<file path="config.mk">
export PLATFORM = sky130hd
export DESIGN_NAME = uart_tx_arbiter_flat
export DESIGN_NICKNAME = d
export VERILOG_FILES = /design/src/rtl/uart_pkg.sv /design/src/rtl/uart_tx_arbiter_if.sv /design/src/rtl/uart_tx_serializer.sv /design/src/rtl/uart_tx_arbiter.sv /design/src/flat_wrapper.sv
export SDC_FILE = /design/constraint.sdc
export NUM_CORES = 1
export LEC_CHECK = 0
export BUFFER_PORTS_ARGS = -buffer_cell sky130_fd_sc_hd__buf_2
export CAP_MARGIN = 15
export CORE_MARGIN = 5
export CORE_UTILIZATION = 53
export CTS_BUF_LIST = sky130_fd_sc_hd__clkbuf_8 sky130_fd_sc_hd__clkbuf_16
export DETAILED_ROUTE_END_ITERATION = 10
export PLACE_DENSITY = 0.9
export SYNTH_ARGS = -nofsm -noshare
export SYNTH_HDL_FRONTEND = slang
export SYNTH_SLANG_ARGS = --single-unit
export TNS_END_PERCENT = 5
</file>
<file path="constraint.sdc">
create_clock -name clk -period 2.06 [get_ports clk]
set_clock_uncertainty 0.1 [all_clocks]
set_input_delay 0.206 -clock clk [delete_from_list [all_inputs] [get_ports clk]]
set_output_delay 0.206 -clock clk [all_outputs]
set_load 0.1 [all_outputs]
</file>
<file path="src/rtl/uart_pkg.sv">
`default_nettype none
// ============================================================================
// Module   : uart_pkg
// Brief    : Shared 8N1 frame constants and serializer state encoding.
// Revision : 1.0
// ============================================================================
package uart_pkg;

    localparam int   UART_DATA_BITS = 8;
    localparam logic UART_START_BIT = 1'b0;
    localparam logic UART_STOP_BIT  = 1'b1;

    typedef enum logic [1:0] {
        IDLE  = 2'd0,
        START = 2'd1,
        DATA  = 2'd2,
        STOP  = 2'd3
    } uart_tx_state_e;

endpackage
`default_nettype wire

</file>
<file path="src/rtl/uart_tx_arbiter_if.sv">
`default_nettype none
// ============================================================================
// Module   : uart_tx_arbiter_if
// Brief    : Bundle of N_REQ byte-stream requester channels (valid/ready/last).
// Revision : 1.0
// ============================================================================
interface uart_tx_arbiter_if
    import uart_pkg::*;
#(
    parameter int N_REQ = 2
);
    logic [N_REQ-1:0]                req_valid;
    logic [N_REQ*UART_DATA_BITS-1:0] req_data;
    logic [N_REQ-1:0]                req_last;
    logic [N_REQ-1:0]                req_ready;

    modport master (output req_valid, output req_data, output req_last, input  req_ready);
    modport slave  (input  req_valid, input  req_data, input  req_last, output req_ready);
endinterface
`default_nettype wire

</file>
<file path="src/rtl/uart_tx_serializer.sv">
`default_nettype none
// ============================================================================
// Module   : uart_tx_serializer
// Brief    : 8N1 frame shifter, CLK_SAMPLES clocks per bit, reloadable in STOP.
// Revision : 1.0
// ============================================================================
module uart_tx_serializer
    import uart_pkg::*;
#(
    parameter int CLK_SAMPLES = 4
)(
    input  wire logic                      clk,
    input  wire logic                      rst_n,
    input  wire logic                      load,
    input  wire logic [UART_DATA_BITS-1:0] data,
    output logic                           tx,
    output logic                           idle,
    output logic                           last_stop_cycle
);
    localparam int            SW          = (CLK_SAMPLES > 1) ? $clog2(CLK_SAMPLES) : 1;
    localparam logic [SW-1:0] SAMPLE_LAST = SW'(CLK_SAMPLES - 1);

    uart_tx_state_e            state_q, state_d;
    logic [SW-1:0]             sample_q, sample_d;
    logic [2:0]                bit_q, bit_d;
    logic [UART_DATA_BITS-1:0] data_q, data_d;
    logic                      sample_wrap;

    assign sample_wrap = (sample_q == SAMPLE_LAST);

    always_comb begin
        state_d  = state_q;
        sample_d = sample_q;
        bit_d    = bit_q;
        data_d   = data_q;
        if (state_q != IDLE) begin
            sample_d = sample_wrap ? '0 : sample_q + 1'b1;
        end
        case (state_q)
            IDLE: begin
                if (load) begin
                    state_d  = START;
                    data_d   = data;
                    sample_d = '0;
                    bit_d    = '0;
                end
            end
            START: if (sample_wrap) state_d = DATA;
            DATA: begin
                if (sample_wrap) begin
                    bit_d = bit_q + 3'd1;
                    if (bit_q == 3'd7) state_d = STOP;
                end
            end
            STOP: begin
                // Reload here gives back-to-back frames with no idle gap
                if (sample_wrap) begin
                    if (load) begin
                        state_d = START;
                        data_d  = data;
                        bit_d   = '0;
                    end else begin
                        state_d = IDLE;
                    end
                end
            end
            default: state_d = IDLE;
        endcase
    end

    always_ff @(posedge clk or negedge rst_n) begin
        if (!rst_n) begin
            state_q  <= IDLE;
            sample_q <= '0;
            bit_q    <= '0;
            data_q   <= '0;
        end else begin
            state_q  <= state_d;
            sample_q <= sample_d;
            bit_q    <= bit_d;
            data_q   <= data_d;
        end
    end

    always_comb begin
        case (state_q)
            START:   tx = UART_START_BIT;
            DATA:    tx = data_q[bit_q];
            default: tx = UART_STOP_BIT;
        endcase
    end

    assign idle            = (state_q == IDLE);
    assign last_stop_cycle = (state_q == STOP) && sample_wrap;

endmodule
`default_nettype wire

</file>
<file path="src/rtl/uart_tx_arbiter.sv">
`default_nettype none
// ============================================================================
// Module   : uart_tx_arbiter
// Brief    : Message-granular round-robin sharing of one 8N1 UART tx line.
// Revision : 1.0
// ============================================================================
module uart_tx_arbiter
    import uart_pkg::*;
#(
    parameter int N_REQ       = 2,
    parameter int CLK_SAMPLES = 4
)(
    input  wire logic               clk,
    input  wire logic               rst_n,
    uart_tx_arbiter_if.slave        req,
    output logic                    tx,
    output logic                    busy,
    output logic [$clog2(N_REQ)-1:0] grant_idx
);
    localparam int               IDX_W    = $clog2(N_REQ);
    localparam logic [IDX_W-1:0] LAST_IDX = IDX_W'(N_REQ - 1);

    logic                      locked_q, locked_d;
    logic [IDX_W-1:0]          owner_q, owner_d;
    logic [IDX_W-1:0]          rr_ptr_q, rr_ptr_d;
    logic [IDX_W-1:0]          winner, cand, sel;
    logic                      found, window, accept;
    logic                      ser_idle, ser_last_stop;
    logic [N_REQ-1:0]          ready;
    logic [UART_DATA_BITS-1:0] sel_data;
    logic                      sel_last;

    // Descending scan so the candidate closest to rr_ptr is written last
    always_comb begin
        winner = rr_ptr_q;
        found  = 1'b0;
        cand   = '0;
        for (int k = N_REQ - 1; k >= 0; k--) begin
            cand = IDX_W'((int'(rr_ptr_q) + k) % N_REQ);
            if (req.req_valid[cand]) begin
                winner = cand;
                found  = 1'b1;
            end
        end
    end

    assign sel    = locked_q ? owner_q : winner;
    assign window = ser_idle | ser_last_stop;

    always_comb begin
        ready = '0;
        if (rst_n && window && (locked_q || found)) begin
            ready[sel] = 1'b1;
        end
    end

    assign req.req_ready = ready;
    assign accept        = |(ready & req.req_valid);
    assign sel_data      = req.req_data[{sel, 3'b000} +: UART_DATA_BITS];
    assign sel_last      = req.req_last[sel];

    always_comb begin
        locked_d = locked_q;
        owner_d  = owner_q;
        rr_ptr_d = rr_ptr_q;
        if (accept) begin
            owner_d = sel;
            if (sel_last) begin
                locked_d = 1'b0;
                rr_ptr_d = (sel == LAST_IDX) ? '0 : sel + 1'b1;
            end else begin
                locked_d = 1'b1;
            end
        end
    end

    always_ff @(posedge clk or negedge rst_n) begin
        if (!rst_n) begin
            locked_q <= 1'b0;
            owner_q  <= '0;
            rr_ptr_q <= '0;
        end else begin
            locked_q <= locked_d;
            owner_q  <= owner_d;
            rr_ptr_q <= rr_ptr_d;
        end
    end

    uart_tx_serializer #(
        .CLK_SAMPLES (CLK_SAMPLES)
    ) u_ser (
        .clk             (clk),
        .rst_n           (rst_n),
        .load            (accept),
        .data            (sel_data),
        .tx              (tx),
        .idle            (ser_idle),
        .last_stop_cycle (ser_last_stop)
    );

    assign busy      = locked_q | ~ser_idle;
    assign grant_idx = owner_q;

endmodule
`default_nettype wire
</file>
<file path="src/flat_wrapper.sv">
// flat-port wrapper written by rule: the top's interface ports become plain ports
module uart_tx_arbiter_flat import uart_pkg::*;
#(
    parameter int N_REQ       = 2,
    parameter int CLK_SAMPLES = 4
)
  (clk, rst_n, tx, busy, grant_idx, req_req_valid, req_req_data, req_req_last, req_req_ready);
  uart_tx_arbiter_if #(.N_REQ(N_REQ)) req_i ();
  input  wire logic clk;
  input  wire logic rst_n;
  output logic tx;
  output logic busy;
  output logic [$clog2(N_REQ)-1:0] grant_idx;
  input wire logic [$bits(req_i.req_valid)-1:0] req_req_valid;
  input wire logic [$bits(req_i.req_data)-1:0] req_req_data;
  input wire logic [$bits(req_i.req_last)-1:0] req_req_last;
  output wire logic [$bits(req_i.req_ready)-1:0] req_req_ready;
  assign req_i.req_valid = req_req_valid;
  assign req_i.req_data = req_req_data;
  assign req_i.req_last = req_req_last;
  assign req_req_ready = req_i.req_ready;
  uart_tx_arbiter #(.N_REQ(N_REQ), .CLK_SAMPLES(CLK_SAMPLES)) u_core (.clk(clk), .rst_n(rst_n), .req(req_i), .tx(tx), .busy(busy), .grant_idx(grant_idx));
endmodule
</file>
======== After elaboration in Yosys (flattened, before gate mapping) ========
Cells that the tools add are included.
word-level totals
  register bits ........................... 18
  input port bits ......................... 22
  output and inout port bits .............. 5
  word-level logic and storage cells ...... 82
cells by class
  add/subtract/negate cells ............... 4
  magnitude comparators ................... 5
  equality and inequality tests ........... 10
  shifts and indexed selects .............. 1
  multiplexer cells ....................... 37
  bitwise logic cells ..................... 4
  reduce and logical (&&, ||, !) cells .... 14
operators with widths
  operator                                            number
  2-to-1 mux 2 bit                                    10
  2-to-1 mux 1 bit                                    16
  2-to-1 mux 8 bit                                    2
  case mux 8 bit (2 select lines)                     1
  indexed part select 16 x 5 -> 8 bit                 1
  2-to-1 mux 3 bit                                    3
  case mux 3 bit (3 select lines)                     1
  inequality test 2 bit, second input constant        4
  case mux 2 bit (4 select lines)                     1
  == test 2 bit, second input constant                3
  < comparator 1 x 2 -> 1 bit, second input constant  3
  AND reduction 5 bit                                 1
  logical AND 1 bit                                   4
  < comparator 3 x 4 -> 1 bit, second input constant  1
  AND reduction 2 bit                                 2
  nonzero test 2 bit                                  2
  adder 3 x 1 -> 3 bit, second input constant         1
  binary-select mux 1 bit (select 3 bit)              1
  == test 3 bit, second input constant                1
  AND reduction 3 bit                                 1
  nonzero test 3 bit                                  1
  adder 1 bit, second input constant                  2
  adder 2 x 1 -> 2 bit, second input constant         1
  bitwise AND 2 bit                                   1
  other kinds (10)                                    11

======== Logic depth before layout (Yosys ltp) ========
  depth in word-level cells ............... 16
  gate-level depth with buffers ........... 6
  gate-level depth less buffers ........... 6

======== By module ========
A second synthesis with hierarchy kept.
second synthesis, totals
  cell total of the unflattened synthesis .. 110
  area total of the unflattened synthesis .. 1267.5 µm²
by module, submodules not included
  module              times used  cells an instance  area each (µm²)  seq. area each (µm²)
  uart_tx_serializer  1           72                 899.6            375.4
  uart_tx_arbiter     1           38                 367.9            75.1

======== Worst setup path after synthesis ========
Ideal clock, no wire load.
  path type ............................... reg-to-output
  from .................................... register u_core.owner_q (netlist: u_core.grant_idx)
  to ...................................... output req_req_ready[1]
  data arrival time ....................... 2.774 ns
  data required time ...................... 1.754 ns
  setup slack ............................. -1.020 ns
  stages on the path, launching flop included .. 6
  path buffers ............................ 1
  path through ............................ dfrtp_1 nand2_1 o31ai_2 buf_6 inv_1 nor2_1
on the way
  word-level cells in the longest chain between the ends .. 6
  elaborated cells between the ends (all ways) .. 7
  classes of those cells .................. order compare (2); mux (4); reduce/logical (1)
RTL lines
  element                                                                                                        line                   source
  from (decl)                                                                                                    uart_tx_arbiter.sv:24  logic [IDX_W-1:0] owner_q, owner_d;
  from (signal assigned)                                                                                         uart_tx_arbiter.sv:84  owner_q <= owner_d;
  2-to-1 mux 1 bit *                                                                                             uart_tx_arbiter.sv:47  assign sel = locked_q ? owner_q : winner;
  < comparator 1 x 2 -> 1 bit (not written as such) / greater-or-equal comparator 1 bit (equally long branches)  uart_tx_arbiter.sv:53  ready[sel] = 1'b1;
  logical AND 1 bit (not written as such)                                                                        uart_tx_arbiter.sv:53
  2-to-1 mux 1 bit (not written as such)                                                                         uart_tx_arbiter.sv:53
  demux 1 bit (select 1 bit) *                                                                                   --
  2-to-1 mux 2 bit *                                                                                             uart_tx_arbiter.sv:52  if (rst_n && window && (locked_q || found)) begin
  to (decl)                                                                                                      flat_wrapper.sv:17     output wire logic [$bits(req_i.req_ready)-1:0] req_req_ready;
Mark *: on every way between the ends. The rest lies on a longest branch, timed or not.

======== Worst setup path in the final report ========
  from .................................... register u_core.u_ser.bit_q[0]
  to ...................................... output tx
on the way
  word-level cells in the longest chain between the ends .. 3
RTL lines
  element                                 line                      source
  from (decl)                             uart_tx_serializer.sv:25  logic [2:0] bit_q, bit_d;
  from (signal assigned)                  uart_tx_serializer.sv:80  bit_q <= bit_d;
  binary-select mux 1 bit (select 3 bit)  uart_tx_serializer.sv:88  DATA: tx = data_q[bit_q];
  2-to-1 mux 1 bit (not written as such)  uart_tx_serializer.sv:88
  case mux 1 bit (2 select lines)         uart_tx_serializer.sv:86  case (state_q)
  to (decl)                               flat_wrapper.sv:11        output logic tx;
No other way between the ends. The select of a mux whose other input is x is not followed.

==> flow_summary.json <==
{
  "combPwrFrac_pct": 63.2,
  "finalSetupViolations": 0,
  "hold_viol": 0,
  "numCtsBuffers": 3,
  "synth_edf_count": 0,
  "drc_errors": 0,
  "synthArstFlopShare_pct": 100.0,
  "die_w_um": 57.93,
  "vias": 1006,
  "switchingPower_uw": 1260,
  "clkPwrFrac_pct": 10.8,
  "clk_pin_slew_ps": 70,
  "r2r_slack_ps": 150,
  "io_buffers": 26,
  "firstDrtPassIters": 4,
  "yosys_warnings": 0,
  "timing.critical_path.required_ps": 1750,
  "internal_power_uw": 1451,
  "num_rows": 17,
  "antenna_found_initial": 0,
  "layout_min_cycle_time_ps": 2019,
  "final_cells": 176,
  "timing.rr.start": "u_core.u_ser.state_q[1]",
  "dp.cells": 169,
  "tritoncts": "yes",
  "seqPwrFrac_pct": 26.0,
  "crit_arrival_ps": 1710,
  "min_path_type": "input pin to flop",
  "pre_cts_slack_ps": 69.89,
  "outcome": "finished clean",
  "cp-endpoint": "tx",
  "ys_seq_area_share_pct": 37.00,
  "track_usage_pct": 19.28,
  "area_growth_pct": 28.67,
  "timing.final.crit_share_pct": 98.03,
  "r2r_cells": 5,
  "core_sq_um": 2212,
  "overflow": 0,
  "clock_sinks": 18,
  "grt_pass1_wl_um": 5016,
  "die_y_um": 57.93,
  "rr_endpoint": "u_core.u_ser.data_q[1]",
  "vias_per_cell": 5.716,
  "postSynthAreaPerCell_sq_um": 10.87,
  "power.density_nw_per_um2": 1730,
  "finalPower_uw": 2711,
  "path_class": "flop to primary output",
  "yosysUniqueCellTypes": 33,
  "initial_utilization_pct": 55.03,
  "fin_area_sq_um": 1567,
  "drt_wl_total_um": 2795,
  "peakVddDrop_v": 0.001302,
  "wl_per_cell_um": 15.88,
  "nets": 179,
  "power.share.switching_pct": 46.48,
  "ios": 27,
  "fillers": 157,
  "drv_cap": 0,
  "drive_above_1_share_pct": 48.65,
  "grt_max_degree": 13,
  "fin_util_pct": 70.81,
  "cp-end-kind": "primary output",
  "synth_area_sq_um": 1217,
  "start_kind": "flop",
  "placed_area_sq_um": 1448,
  "startpoint": "u_core.u_ser.bit_q[0]",
  "clk_latency_ps": 260,
  "setup_ws_ps": 40.64,
  "die-area_sq_um": 3355,
  "synthesis.nets": 142,
  "tightest_slew_ps": 497.2,
  "fmax_mhz": 495.2,
  "p_leak_uw": 0.0007301,
  "root_buffer": "clkbuf_8",
  "synthCells": 112,
  "drv_slew": 0,
  "worstPathMaxFanout": 5,
  "gp_congestion": 0.8170,
  "grt_pass1_vias": 1082,
  "drtIter0Drc": 40,
  "h-tree-depth": 1,
  "synth-seq-cells": 18,
  "slew_headroom_pct": 67.08,
  "drt.antenna.violating_nets": 0,
  "clockBufferDepth": 2,
  "ys.flop_type": "dfrtp_1",
  "rsz0062_at_grt": "true",
  "diodes": 0,
  "hpwl_um": 2142
}
-- registers in the layout, summed over array words and instances, names as in the netlist --
signal	cells
u_core.locked_q	1
u_core.rr_ptr_q	1
u_core.u_ser.sample_q	2
u_core.u_ser.bit_q	3
u_core.u_ser.state_q	2
u_core.u_ser.data_q	8
u_core.grant_idx	1
-- cells in the mapped netlist, types with 2 or more instances --
cell type / number / area [sq um]
nor2_1: 10 / 37.54
nand2b_1: 3 / 18.77
mux4_2: 2 / 45.04
o31ai_1: 2 / 15.01
a21o_1: 2 / 15.01
nand2_1: 4 / 15.01
o21bai_1: 2 / 15.01
a22oi_1: 2 / 15.01
a21boi_2: 2 / 22.52
mux2_2: 17 / 191.4
a21oi_1: 4 / 20.02
inv_1: 10 / 37.54
nor3_1: 3 / 15.01
ha_1: 8 / 100.1
dfrtp_1: 18 / 450.4
o21ai_0: 3 / 15.01
mux2i_1: 4 / 40.04
-- power by group through the flow --
stage / Sequential (uW) / Combinational (uW) / Clock, uW
after floorplan: 721 / 1200 / 0
after global placement: 684 / 1500 / 0
after detailed placement: 707 / 1580 / 0
after CTS: 697 / 1670 / 300
after global routing: 729 / 1860 / 322
final: 705 / 1710 / 293
-- critical path: stages, from the launching register on --
cell,delay [ps]
dfrtp_2,420
mux4_2,530
mux2i_2,200
mux2i_2,110
buf_6,190
-- worst min path at each step --
| stage | startpoint | endpoint | slack, ps | cells after the start |
|---|---|---|---|---|
| CTS | req_req_valid[0] | u_core.grant_idx | 180 | 3 |
| global placement | rst_n | u_core.grant_idx | -10 | 1 |
| finish | req_req_valid[0] | u_core.grant_idx | 180 | 3 |
| floorplan | rst_n | u_core.grant_idx | -190 | 0 |
| global route | req_req_valid[0] | u_core.grant_idx | 190 | 3 |
| detailed placement | rst_n | u_core.u_ser.sample_q[0] | -7 | 1 |
-- per-stage QoR --
stage	hold slack (ps)	setup TNS [ps]
final	180.9	0
after global routing	193.8	-126.7
after CTS	178.3	0
after detailed placement	-6.588	0
after global placement	-13.07	0
after floorplan	-189.6	-2239
-- per-layer routing --
metal | vias to the layer above | GRT usage [%] | part of all wire, %
met5 | - | 0 | 0
met1 | 487 | 22.70 | 42
li1 | 480 | - | -
met2 | 35 | 34.03 | 51
met4 | 0 | 5.298 | 1.3
met3 | 4 | 5.568 | 5.2
-- timing repair --
action	in CTS	in global routing
hold endpoints to repair	8	0
buffers inserted	1	1
resized for setup	6	5
setup endpoints to repair	3	10
hold buffers	1	0
pin swaps	0	1
-- kinds of logic after synthesis --
family	count (synthesis)	synth area share (%)
adders and majority gates	8	8.222
AOI/OAI and AO/OA	27	17.37
and+or+nand+nor	23	9.353
DFF	18	37.00
buffers and inverters	12	4.419
muxes	24	23.64
-- area by class of cell --
class,instances,area (sq um),share of cell area (%)
multi-input cells,82,753.2,48.08
flip-flops and latches,18,452.9,28.91
inverters,10,37.54,2.396
repair buffers,34,232.7,14.86
well taps,28,35.03,2.236
clock buffers,4,55.05,3.514
-- cells in the final DEF, fill, tap and decap left out, types with 2 or more instances in the layout --
master / instances
dfrtp_1: 16
o21bai_1: 2
o31ai_2: 2
a22oi_1: 2
buf_12: 2
mux2_2: 17
nand2b_1: 3
clkbuf_8: 4
dfrtp_2: 2
buf_4: 6
a21boi_2: 2
o21ai_0: 3
mux2i_1: 2
a21o_1: 2
nor3_1: 3
ha_1: 6
inv_1: 10
buf_6: 2
nor2_1: 8
mux4_2: 2
mux2i_2: 2
buf_2: 23
a21oi_1: 4
nand2_1: 4
(Power assumes the default switching activity.)
